$ cat config.mk
export PLATFORM = sky130hd
export DESIGN_NAME = lb_arb
export DESIGN_NICKNAME = d
export VERILOG_FILES = /design/src/rtl/lb_arb.sv
export SDC_FILE = /design/constraint.sdc
export NUM_CORES = 1
export LEC_CHECK = 0
export ABC_AREA = 1
export BUFFER_PORTS_ARGS = -buffer_cell sky130_fd_sc_hd__buf_2
export CAP_MARGIN = 0
export CORE_ASPECT_RATIO = 0.9
export CORE_MARGIN = 1.5
export CORE_UTILIZATION = 37
export DETAILED_ROUTE_END_ITERATION = 6
export PLACE_DENSITY = 0.66
export SYNTH_ARGS = -nofsm -noshare
export SYNTH_HDL_FRONTEND = slang
export SYNTH_SLANG_ARGS = --single-unit
$ cat constraint.sdc
create_clock -name clk_lb -period 3.13 [get_ports clk_lb]
set_input_delay 0 -clock clk_lb [delete_from_list [all_inputs] [get_ports clk_lb]]
set_output_delay 0 -clock clk_lb [all_outputs]
set_load 0.01 [all_outputs]
$ cat src/rtl/lb_arb.sv
// Two-master round-robin arbiter onto a single local bus (IDLE/ISSUE/WAIT/ACK).
// Optional read timeout enabled by defining LB_ARB_TIMEOUT_EN.
module lb_arb #(
  parameter logic [15:0] TIMEOUT_CYC = 16'd255
) (
  input  logic        clk_lb,
  input  logic        reset_n,
  input  logic        m0_req,
  input  logic        m0_rnw,
  input  logic [31:0] m0_addr,
  input  logic [31:0] m0_wr_d,
  output logic        m0_ack,
  output logic        m0_err,
  output logic [31:0] m0_rd_d,
  input  logic        m1_req,
  input  logic        m1_rnw,
  input  logic [31:0] m1_addr,
  input  logic [31:0] m1_wr_d,
  output logic        m1_ack,
  output logic        m1_err,
  output logic [31:0] m1_rd_d,
  output logic        lb_wr,
  output logic        lb_rd,
  output logic [31:0] lb_addr,
  output logic [31:0] lb_wr_d,
  input  logic [31:0] lb_rd_d,
  input  logic        lb_rd_rdy,
  output logic [1:0]  grant
);

  typedef enum logic [1:0] {S_IDLE, S_ISSUE, S_WAIT, S_ACK} state_t;

  state_t      state_reg, state_next;
  logic [1:0]  grant_reg;
  logic        last_grant_reg;
  logic        rnw_reg;
  logic [31:0] addr_reg;
  logic [31:0] wd_reg;
  logic [31:0] rd_d_reg [2];
  logic        any_req;
  logic        win_idx;
  logic        tmo_hit;
  logic        err_q;
  logic [1:0]  ack_vec;
  logic [1:0]  err_vec;

  assign any_req = m0_req | m1_req;

  // On a contest the master that did not own the bus last time wins.
  always_comb begin
    win_idx = m1_req;
    if (m0_req && m1_req)
      win_idx = ~last_grant_reg;
  end

`ifdef LB_ARB_TIMEOUT_EN
  logic [15:0] tmo_cnt_reg;
  logic        err_reg;

  assign tmo_hit = (tmo_cnt_reg == TIMEOUT_CYC);
  assign err_q   = err_reg;

  always_ff @(posedge clk_lb or negedge reset_n) begin
    if (!reset_n) begin
      tmo_cnt_reg <= '0;
    end else if (state_reg == S_ISSUE) begin
      tmo_cnt_reg <= '0;
    end else if (state_reg == S_WAIT) begin
      tmo_cnt_reg <= tmo_cnt_reg + 16'd1;
    end
  end

  // Ready in the timeout cycle takes priority, so err only sets on a true timeout.
  always_ff @(posedge clk_lb or negedge reset_n) begin
    if (!reset_n) begin
      err_reg <= 1'b0;
    end else if (state_reg == S_IDLE && any_req) begin
      err_reg <= 1'b0;
    end else if (state_reg == S_WAIT && !lb_rd_rdy && tmo_hit) begin
      err_reg <= 1'b1;
    end
  end
`else
  logic unused_tmo;

  assign unused_tmo = ^TIMEOUT_CYC;
  assign tmo_hit    = 1'b0;
  assign err_q      = 1'b0;
`endif

  always_ff @(posedge clk_lb or negedge reset_n) begin
    if (!reset_n)
      state_reg <= S_IDLE;
    else
      state_reg <= state_next;
  end

  always_comb begin
    state_next = state_reg;
    case (state_reg)
      S_IDLE:  if (any_req) state_next = S_ISSUE;
      S_ISSUE: state_next = rnw_reg ? S_WAIT : S_ACK;
      S_WAIT:  if (lb_rd_rdy || tmo_hit) state_next = S_ACK;
      S_ACK:   state_next = S_IDLE;
      default: state_next = S_IDLE;
    endcase
  end

  // Winner's command is captured once; master inputs are ignored until IDLE.
  always_ff @(posedge clk_lb or negedge reset_n) begin
    if (!reset_n) begin
      grant_reg      <= 2'b00;
      last_grant_reg <= 1'b1;
      rnw_reg        <= 1'b0;
      addr_reg       <= '0;
      wd_reg         <= '0;
    end else begin
      case (state_reg)
        S_IDLE: begin
          if (any_req) begin
            grant_reg      <= win_idx ? 2'b10 : 2'b01;
            last_grant_reg <= win_idx;
            rnw_reg        <= win_idx ? m1_rnw  : m0_rnw;
            addr_reg       <= win_idx ? m1_addr : m0_addr;
            wd_reg         <= win_idx ? m1_wr_d : m0_wr_d;
          end
        end
        S_ACK:   grant_reg <= 2'b00;
        default: ;
      endcase
    end
  end

  always_ff @(posedge clk_lb or negedge reset_n) begin
    if (!reset_n) begin
      for (int i = 0; i < 2; i++)
        rd_d_reg[i] <= '0;
    end else if (state_reg == S_WAIT) begin
      for (int i = 0; i < 2; i++) begin
        if (grant_reg[i]) begin
          if (lb_rd_rdy)
            rd_d_reg[i] <= lb_rd_d;
          else if (tmo_hit)
            rd_d_reg[i] <= 32'hDEADBEEF;
        end
      end
    end
  end

  always_comb begin
    lb_wr   = (state_reg == S_ISSUE) && !rnw_reg;
    lb_rd   = (state_reg == S_ISSUE) &&  rnw_reg;
    ack_vec = (state_reg == S_ACK) ? grant_reg : 2'b00;
    err_vec = ack_vec & {2{err_q}};
  end

  assign lb_addr = addr_reg;
  assign lb_wr_d = wd_reg;
  assign grant   = grant_reg;
  assign m0_ack  = ack_vec[0];
  assign m1_ack  = ack_vec[1];
  assign m0_err  = err_vec[0];
  assign m1_err  = err_vec[1];
  assign m0_rd_d = rd_d_reg[0];
  assign m1_rd_d = rd_d_reg[1];

endmodule
Word-level counts from Yosys, hierarchy flattened:

Index checks and enable logic that the tools add are counted.

* register bits: 134
* logic and storage cells: 38

* muxes and demuxes: 12
* bitwise logic cells: 2
* reduce and logical (&&, ||, !) cells: 11
* equal/unequal tests: 5

Operators with widths (number)
* $mux 32: 2
* $mux 2: 5
* $pmux 2 s4: 1
* $reduce_and 2->1: 3
* $reduce_and 3->1: 2
* $eq 2x2->1 const B: 2
* $ne 2x2->1 const B: 2
* $pmux 2 s2: 1
* $logic_and 1x1->1: 3
* $mux 1: 3
* $eq 2x1->1 const B: 1
* $logic_not 2->1: 1
* $reduce_bool 2->1: 1
* $logic_not 1->1: 1
* $not 1->1: 1
* $or 1x1->1: 1

Depth between registers and ports, before layout:

Gate-level depths: netlist (run 1).

* depth in word-level cells: 5
* mapped depth: 8
* gate-level depth less buffers: 8

Worst setup path before layout (run 1):

Ideal clock, no wire load.

* kind: reg-to-reg
* from: register state_reg[0]
* to: register addr_reg[21] (netlist: lb_addr[21])
* setup time: 0.066 ns
* clock period less this slack: 1.445 ns
* path slack: 1.685 ns
* cell stages (with the launch flop): 9
* arrival: 1.380 ns
* cell sequence: dfrtp_1 inv_1 ha_1 inv_2 nor2_2 buf_4 buf_2 nand3_1 nand2_1

* word-level cells in the longest chain between the ends: 2

RTL lines
* from (decl): RTL line 33 `state_t state_reg, state_next;`
* from (signal assigned): RTL line 95 `state_reg <= state_next;`
* $logic_not 2->1: RTL line 118 `case (state_reg)`
* $reduce_and 2->1 (no line)
* to (signal assigned): RTL line 124 `addr_reg <= win_idx ? m1_addr : m0_addr;`
* to (decl): RTL line 37 `logic [31:0] addr_reg;`

No other way between the ends.
A chain may end at the register's enable or synchronous reset.

Worst setup path after layout (run 1):

* from: register state_reg[0]
* to: register wd_reg[6] (netlist: lb_wr_d[6])

* word-level cells in the longest chain between the ends: 2

RTL lines
* $logic_not 2->1: RTL line 118
* $reduce_and 2->1 (no line)
* to (signal assigned): RTL line 125 `wd_reg <= win_idx ? m1_wr_d : m0_wr_d;`
* to (decl): RTL line 38 `logic [31:0] wd_reg;`

No other way between the ends.

==> flow_summary.yaml, run 1 <==
drt:
  detail_route.iter0.violations: 328
  drt.antenna.violating_nets: 0
  drt-pass1-iter-count: 4
  wire_length_per_cell_microns: 14.4
  routed_wirelength_microns: 20700
  post-route-drc-count: 0
  vias_per_cell: 4.61
  routed-via-count: 6621
yosys:
  yosys.area_share.simple: 0.301
  synth_compound_area_frac: 0.0539
  syn_avg_cell_area_sq_um: 8.20
  yosys_warnings: 0
  seq_area_frac_synth: 0.533
  post_synth_xor_area_fraction: 0
  synthesis.instances: 767
  ranking_of_synthesized_cells_by_area: "dfrtp_1, nand2_1, nand3b_1, nand3_1, inv_1"
  synth_top_family_by_area: "simple AND/OR/NAND/NOR gates"
  synth_top_area_frac: 0.529
  ys_ff_latch: 134
  number_of_different_library_cells_in_the_post_synthesis_netlist: 22
  synth.cell_area_sq_mm: 0.00629
  post-synth-top-area-cell: "dfrtp_1"
  muxShareOfSynthArea: 0
  synth_adder_area_share: 0.00994
hold_path:
  worstHoldPathCells: 6
  timing.hold.worst_endpoint: "state_reg[1]"
  worstHoldPathType: "in -> reg"
  hold_path.startpoint: "m0_req"
final_layout:
  post_route_cells_drive_above_1_share: 0.287
  final_util: 0.604
  final_design_area_no_fill_sq_mm: 0.0101
  n_fill_cell: 1467
  number_of_nets_in_the_final_layout: 1383
  area.growth.synth_to_final_pct: 61.1
  multiInputGateArea_sq_mm: 0.00232
  final-seq-area_sq_mm: 0.00335
  finalNonFillerCells: 1436
clock_network:
  clk_pin_slew_worst_paths_ns: 0.06
  tritoncts.num_buffers: 17
  clkSinkCount: 134
  post_cts_resized: 0
  clk_latency_ns: 0.41
  post_cts_hold_buffer_count: 164
  ctsHtreeMaxLevel: 4
  cts_root_buffer: "clkbuf_16"
  tritoncts: "built"
  cts_setup_buffers: 0
  cts_max_path_buffers: 2
worst_setup_path:
  worst_setup_ep_type: "register"
  crit_slowest_cell: "buf_4"
  crit_path_largest_cell_delay_ns: 0.62
  worst_r2r_startpoint: "state_reg[0]"
  timing.critical_path.arrival_ns: 2.98
  critical_path_buf_inv_count: 5
  regToRegEndpoint: "lb_wr_d[6]"
  path_delay_family: "buffers and inverters"
  critical_path_class: "reg -> reg"
  worst-path-max-fanout: 66
  timing.reg2reg.worst_path_depth: 9
  cp.required_ns: 3.48
  path_common_cell: "buf_4"
  r2r_slack_ns: 0.50
  critical_path.startpoint_type: "register"
  critical_path.cell_chain: "inv_1, ha_1, buf_4, inv_2, nor2_4, buf_4, nand3_1, dlygate4sd3_1, nand2_1"
timing:
  max_clock_freq_ghz: 0.380
  timing_hold_violations_final: 0
  worst-slew-pin-transition_ns: 0.832
  timing.final.max_slew_violations: 0
  worst_slew_margin_rel: 0.445
  min_period_over_period: 0.840
  setup_violation_total_in_the_final_timing_report: 0
  fin_tns_setup_ns: 0
  rsz0062_at_grt: "false"
  finalWorstPathRequiredPeriod_ns: 2.63
  fin_ws_ns: 0.502
  fin_worst_skew_ns: 0.00712
  worst_hold_slack_ns: 0.0711
placed_design:
  place_worst_setup_slack_ns: 1.09
  placedInstanceArea_sq_mm: 0.00792
  place.port_buffers: 300
  dp_hpwl_microns: 12300
  place.gp.congestion: 0.774
  placed_cells_incl_taps: 1239
global_routing:
  grt_max_degree: 90
  via_count_of_the_first_global_routing_pass: 6665
  global_route.usage.total: 0.231
  initial_antenna_violation_count: 1
  grt_first_pass_wirelength_microns: 32600
  global_route.overflow_total: 0
status:
  run_status: "complete, no violations"
power:
  power.total_mw: 8.86
  power.ir.vdd_worst_v: 0.000418
  total_leakage_power_nw: 5.51
  power_per_cell_area_mw_per_mm2: 874
floorplan:
  floorplan.io_pins: 303
  coreArea_sq_mm: 0.0168
  fp.dieW_microns: 140
  fp.dieH_microns: 127
  std_cell_rows: 45
  effective_utilization_at_floorplan: 0.375
  floorplan.die_area_sq_mm: 0.0178
run:
  max-cap-violations: 0
==> cells in the mapped netlist <==
master	instances
nand2_1	257
dfrtp_1	133
inv_1	98
nand3_1	81
o21ai_0	65
nand3b_1	57
buf_2	20
clkbuf_1	17
buf_4	12
nand4_1	9
ha_1	5
nand2_2	2
nor2_1	2
a21oi_1	1
buf_1	1
buf_6	1
conb_1	1
dfstp_2	1
inv_2	1
nor2_2	1
nor2_4	1
o21ai_2	1
==> worst max path at each step <==
stage | from | endpoint | slack (ns) | cells after the start
global route | state_reg[0] | lb_wr_d[15] | 0.34 | 9
global placement | state_reg[0] | lb_addr[31] | 1.15 | 8
finish | state_reg[0] | lb_wr_d[6] | 0.50 | 9
CTS | state_reg[0] | lb_wr_d[14] | 0.54 | 9
floorplan | state_reg[0] | lb_addr[21] | 1.68 | 8
detailed placement | state_reg[0] | lb_addr[29] | 1.09 | 8
==> kinds of logic (layout without fill, tap and decap cells) <==
logic type,count (synthesis),after routing
fa+ha+maj,5,5
other cells,1,3
simple gates,410,410
buf+inv,150,606
compound gates,67,67
flops,134,134
==> cell usage in the layout, fill, tap and decap left out <==
master	instances
buf_2	299
nand2_1	257
dlygate4sd3_1	164
dfrtp_1	133
inv_1	98
nand3_1	79
o21ai_0	65
nand3b_1	57
clkbuf_16	17
buf_4	10
nand4_1	9
ha_1	5
clkinv_4	3
clkinvlp_4	3
inv_6	3
clkinv_2	3
nor2_1	2
nand2_2	2
nor2_4	2
nand3_2	2
conb_1	2
bufinv_16	2
diode_2	1
inv_2	1
o21ai_4	1
a21oi_1	1
clkbuf_1	1
buf_6	1
dfstp_2	1
buf_12	1
==> worst reg2reg max path: stages (launching register included) <==
cell           delay (ns)
dfrtp_1              0.42
inv_1                0.15
ha_1                 0.16
buf_4                0.21
inv_2                0.08
nor2_4               0.09
buf_4                0.62
nand3_1              0.18
dlygate4sd3_1        0.61
nand2_1              0.07
==> where the power goes <==
group          leakage (nW)  total [mW]  switching [mW]  internal, mW
clock                 0.277        1.96           0.784          1.18
sequential             1.66        3.09           0.476          2.61
combinational          3.57        3.81            2.11          1.70
==> final cells by class <==
cell class / instances / area share
inverter: 99 / 0.0366
antenna: 1 / 0.000247
timing repair buffer: 475 / 0.320
multi-input combinational: 484 / 0.229
tap: 211 / 0.0260
clock inverter: 14 / 0.0148
clock buffer: 18 / 0.0423
sequential: 134 / 0.331
==> metal layers <==
| layer | track usage | part of all wire | vias to the layer above |
|---|---|---|---|
| met5 | 0 | 0 | - |
| met4 | 0.107 | 0.030 | 0 |
| met3 | 0.0510 | 0.057 | 46 |
| met2 | 0.393 | 0.49 | 239 |
| met1 | 0.280 | 0.42 | 3048 |
| li1 | - | - | 3288 |
Power figures use the tool's default switching activity.
==> run 2: changes to the inputs <==
ABC_AREA = 0   (was 1)
PLACE_DENSITY = 0.68   (was 0.66)
clock period = 2.6 ns   (was 3.13 ns; I/O delays follow)
==> run 2 against run 1 <==
Global-route usage is 1.7 points higher. Clock skew is 0.00099 ns lower. Clock-buffer cell count is 1 lower. Register-to-register slack worse by 0.28 ns. Via count is 11% lower. Utilization is 5.1 points higher. Clock power is 39% higher. Sequential power is 21% higher. Critical path depth is 4 lower. First-iteration DRC count is 19% lower. Critical path type unchanged. Largest cell class unchanged.
==> flow_summary.yaml, run 2 <==
timing:
  worst_slew_margin_rel: 0.382
  worst-slew-pin-transition_ns: 0.921
  setup_violation_total_in_the_final_timing_report: 0
  rsz0062_at_grt: "false"
  fin_tns_setup_ns: 0
  fin_ws_ns: 0.225
  max_clock_freq_ghz: 0.421
  timing_hold_violations_final: 0
  finalWorstPathRequiredPeriod_ns: 2.38
  worst_hold_slack_ns: 0.0723
  fin_worst_skew_ns: 0.00613
  timing.final.max_slew_violations: 0
  min_period_over_period: 0.914
yosys:
  synth_top_area_frac: 0.587
  seq_area_frac_synth: 0.592
  yosys_warnings: 0
  syn_avg_cell_area_sq_um: 11.0
  ys_ff_latch: 134
  synth-edff-count: 0
  number_of_different_library_cells_in_the_post_synthesis_netlist: 30
  synthesis.instances: 517
  post-synth-top-area-cell: "dfrtp_1"
  synthFlopType: "dfrtp_1"
  ranking_of_synthesized_cells_by_area: "dfrtp_1, a21oi_1, mux2_2, mux2_1, nor2_1"
  synthMostInstantiatedCell: "dfrtp_1"
  cell_types_with_the_highest_counts_after_synthesis: "dfrtp_1, a21oi_1, nor2_1, nand2_1, mux2_2"
  synth.cell_area_sq_mm: 0.00567
  async_reset_ff_frac: 1.00
global_routing:
  grt_max_degree: 74
  grt_first_pass_wirelength_microns: 31100
  global_route.overflow_total: 0
  via_count_of_the_first_global_routing_pass: 6278
  global_route.usage.total: 0.248
  initial_antenna_violation_count: 3
worst_setup_path:
  critical_path.startpoint_type: "register"
  worst-path-max-fanout: 22
  cp.required_ns: 2.95
  critical_path_class: "reg -> reg"
  worst_setup_ep_type: "register"
  critical_path.cell_chain: "a21bo_2, buf_4, nand2_1, a21oi_1, dlygate4sd3_1"
  crit_slowest_cell: "dfstp_2"
  crit_path_largest_cell_delay_ns: 0.62
  timing.critical_path.arrival_ns: 2.72
clock_network:
  cts_max_path_buffers: 2
  clk_latency_ns: 0.41
  tritoncts: "built"
  tritoncts.num_buffers: 17
  ctsHtreeMaxLevel: 4
  clk_pin_slew_worst_paths_ns: 0.06
  cts_root_buffer: "clkbuf_16"
  cts_setup_buffers: 0
  clkSinkCount: 134
floorplan:
  floorplan.die_area_sq_mm: 0.0161
  std_cell_rows: 42
  fp.dieH_microns: 120
  coreArea_sq_mm: 0.0148
  fp.dieW_microns: 133
  effective_utilization_at_floorplan: 0.383
  floorplan.io_pins: 303
power:
  p_sw_mw: 4.04
  power.ir.vdd_worst_v: 0.000664
  power_per_cell_area_mw_per_mm2: 1200
  seq_power_share: 0.321
  internal-power_mw: 7.61
  share_comb_of_total_power: 0.445
  clock_power_share: 0.233
  fraction_of_power_spent_switching_nets: 0.347
  total_leakage_power_nw: 4.78
final_layout:
  commonest_cells_after_routing_fill_and_taps_aside: "buf_2, dlygate4sd3_1, dfrtp_1, a21oi_1, nor2_1"
  post_route_cells_drive_above_1_share: 0.387
  number_of_nets_in_the_final_layout: 1148
  finalNonFillerCells: 1188
  area.growth.synth_to_final_pct: 71.2
  most_common_cell_after_layout_fill_and_taps_aside: "buf_2"
drt:
  post-route-drc-count: 0
  drt-pass1-iter-count: 5
  vias_per_cell: 4.96
  routed_wirelength_microns: 19900
  drt.antenna.violating_nets: 0
  routed-via-count: 5898
  detail_route.iter0.violations: 265
  wire_length_per_cell_microns: 16.8
status:
  run_status: "complete, no violations"
placed_design:
  place.port_buffers: 300
  place_worst_setup_slack_ns: 0.578
  place.gp.congestion: 0.845
  dp_hpwl_microns: 12000
  placed_cells_incl_taps: 989
run:
  max-cap-violations: 0
hold_path:
  worstHoldPathType: "in -> reg"
-- run 2: cell types whose count changed in the layout (fill, tap and decap cells not counted), moves of 56 or more --
cell,change
nand2_1,-200
o21ai_0,-64
nor2_1,+56
a21oi_1,+117
inv_1,-95
nand3_1,-77
nand3b_1,-57
-- run 2: worst paths after layout --
kind                                     start           to  slack [ns]  cells after the start
worst max-delay path            last_grant_reg  lb_wr_d[16]        0.22                      5
worst min-delay path                    m1_req     grant[0]        0.07                      3
worst max register to register  last_grant_reg  lb_wr_d[16]        0.22                      5
worst min register to register     m0_rd_d[16]  m0_rd_d[16]        0.49                      1
max in group asynchronous              reset_n  lb_addr[28]        1.67                      3
min in group asynchronous              reset_n  m0_rd_d[22]        0.16                      2
-- run 2: logic make-up after synthesis --
family | Yosys count | share of synthesized area
flops | 134 | 0.592
simple gates | 135 | 0.0971
compound gates | 137 | 0.134
buf+inv | 40 | 0.0364
mux | 65 | 0.129
other cells | 1 | 0.000661
fa+ha+maj | 5 | 0.0110
-- run 2: repair_timing --
| action | 4_1_cts | 5_1_grt |
|---|---|---|
| endpoints found under the setup margin | 0 | 60 |
| gates resized for setup | 0 | 3 |
| hold endpoints to repair | 201 | 0 |
| hold buffers | 165 | 0 |
-- run 2: layout make-up --
type / instances / area (sq um)
Clock inverter: 15 / 239
Multi-Input combinational cell: 345 / 2160
Clock buffer: 17 / 425
Sequential cell: 134 / 3350
Antenna cell: 1 / 2.50
Timing Repair Buffer: 475 / 3270
Tap cell: 198 / 248
Fill cell: 1168 / 5110
Inverter: 3 / 11.3
-- run 2: per-layer routing --
layer	part of all wire	track usage	up-vias
li1	-	-	2704
met1	0.40	0.286	2866
met2	0.50	0.433	271
met3	0.066	0.0763	53
met4	0.029	0.0910	4
met5	0.0013	0	-
-- run 2: critical path: cells and delay by family (launching register included) --
kind,cells,cell delay (ns)
flops,1,0.62
simple gates,1,0.10
compound gates,2,0.66
buf+inv,2,0.92
-- run 2: power by group through the flow --
stage	sequential, mW	combinational [mW]	clock (mW)
after detailed placement	3.73	4.00	0
after floorplan	4.18	1.76	0
after global placement	3.70	3.91	0
final	3.74	5.19	2.72
after global routing	3.86	5.63	2.86
after CTS	3.71	5.08	2.77
-- run 2: through the flow --
| step | cell area (sq um) | total power [mW] | util |
|---|---|---|---|
| 2_1_floorplan | 5670 | 5.94 | - |
| 3_3_place_gp | 7370 | 7.61 | 0.497 |
| 3_5_place_dp | 7370 | 7.73 | 0.497 |
| 4_1_cts | 9680 | 11.6 | 0.653 |
| 5_1_grt | 9710 | 12.4 | 0.655 |
| 6_report | 9710 | 11.6 | 0.655 |
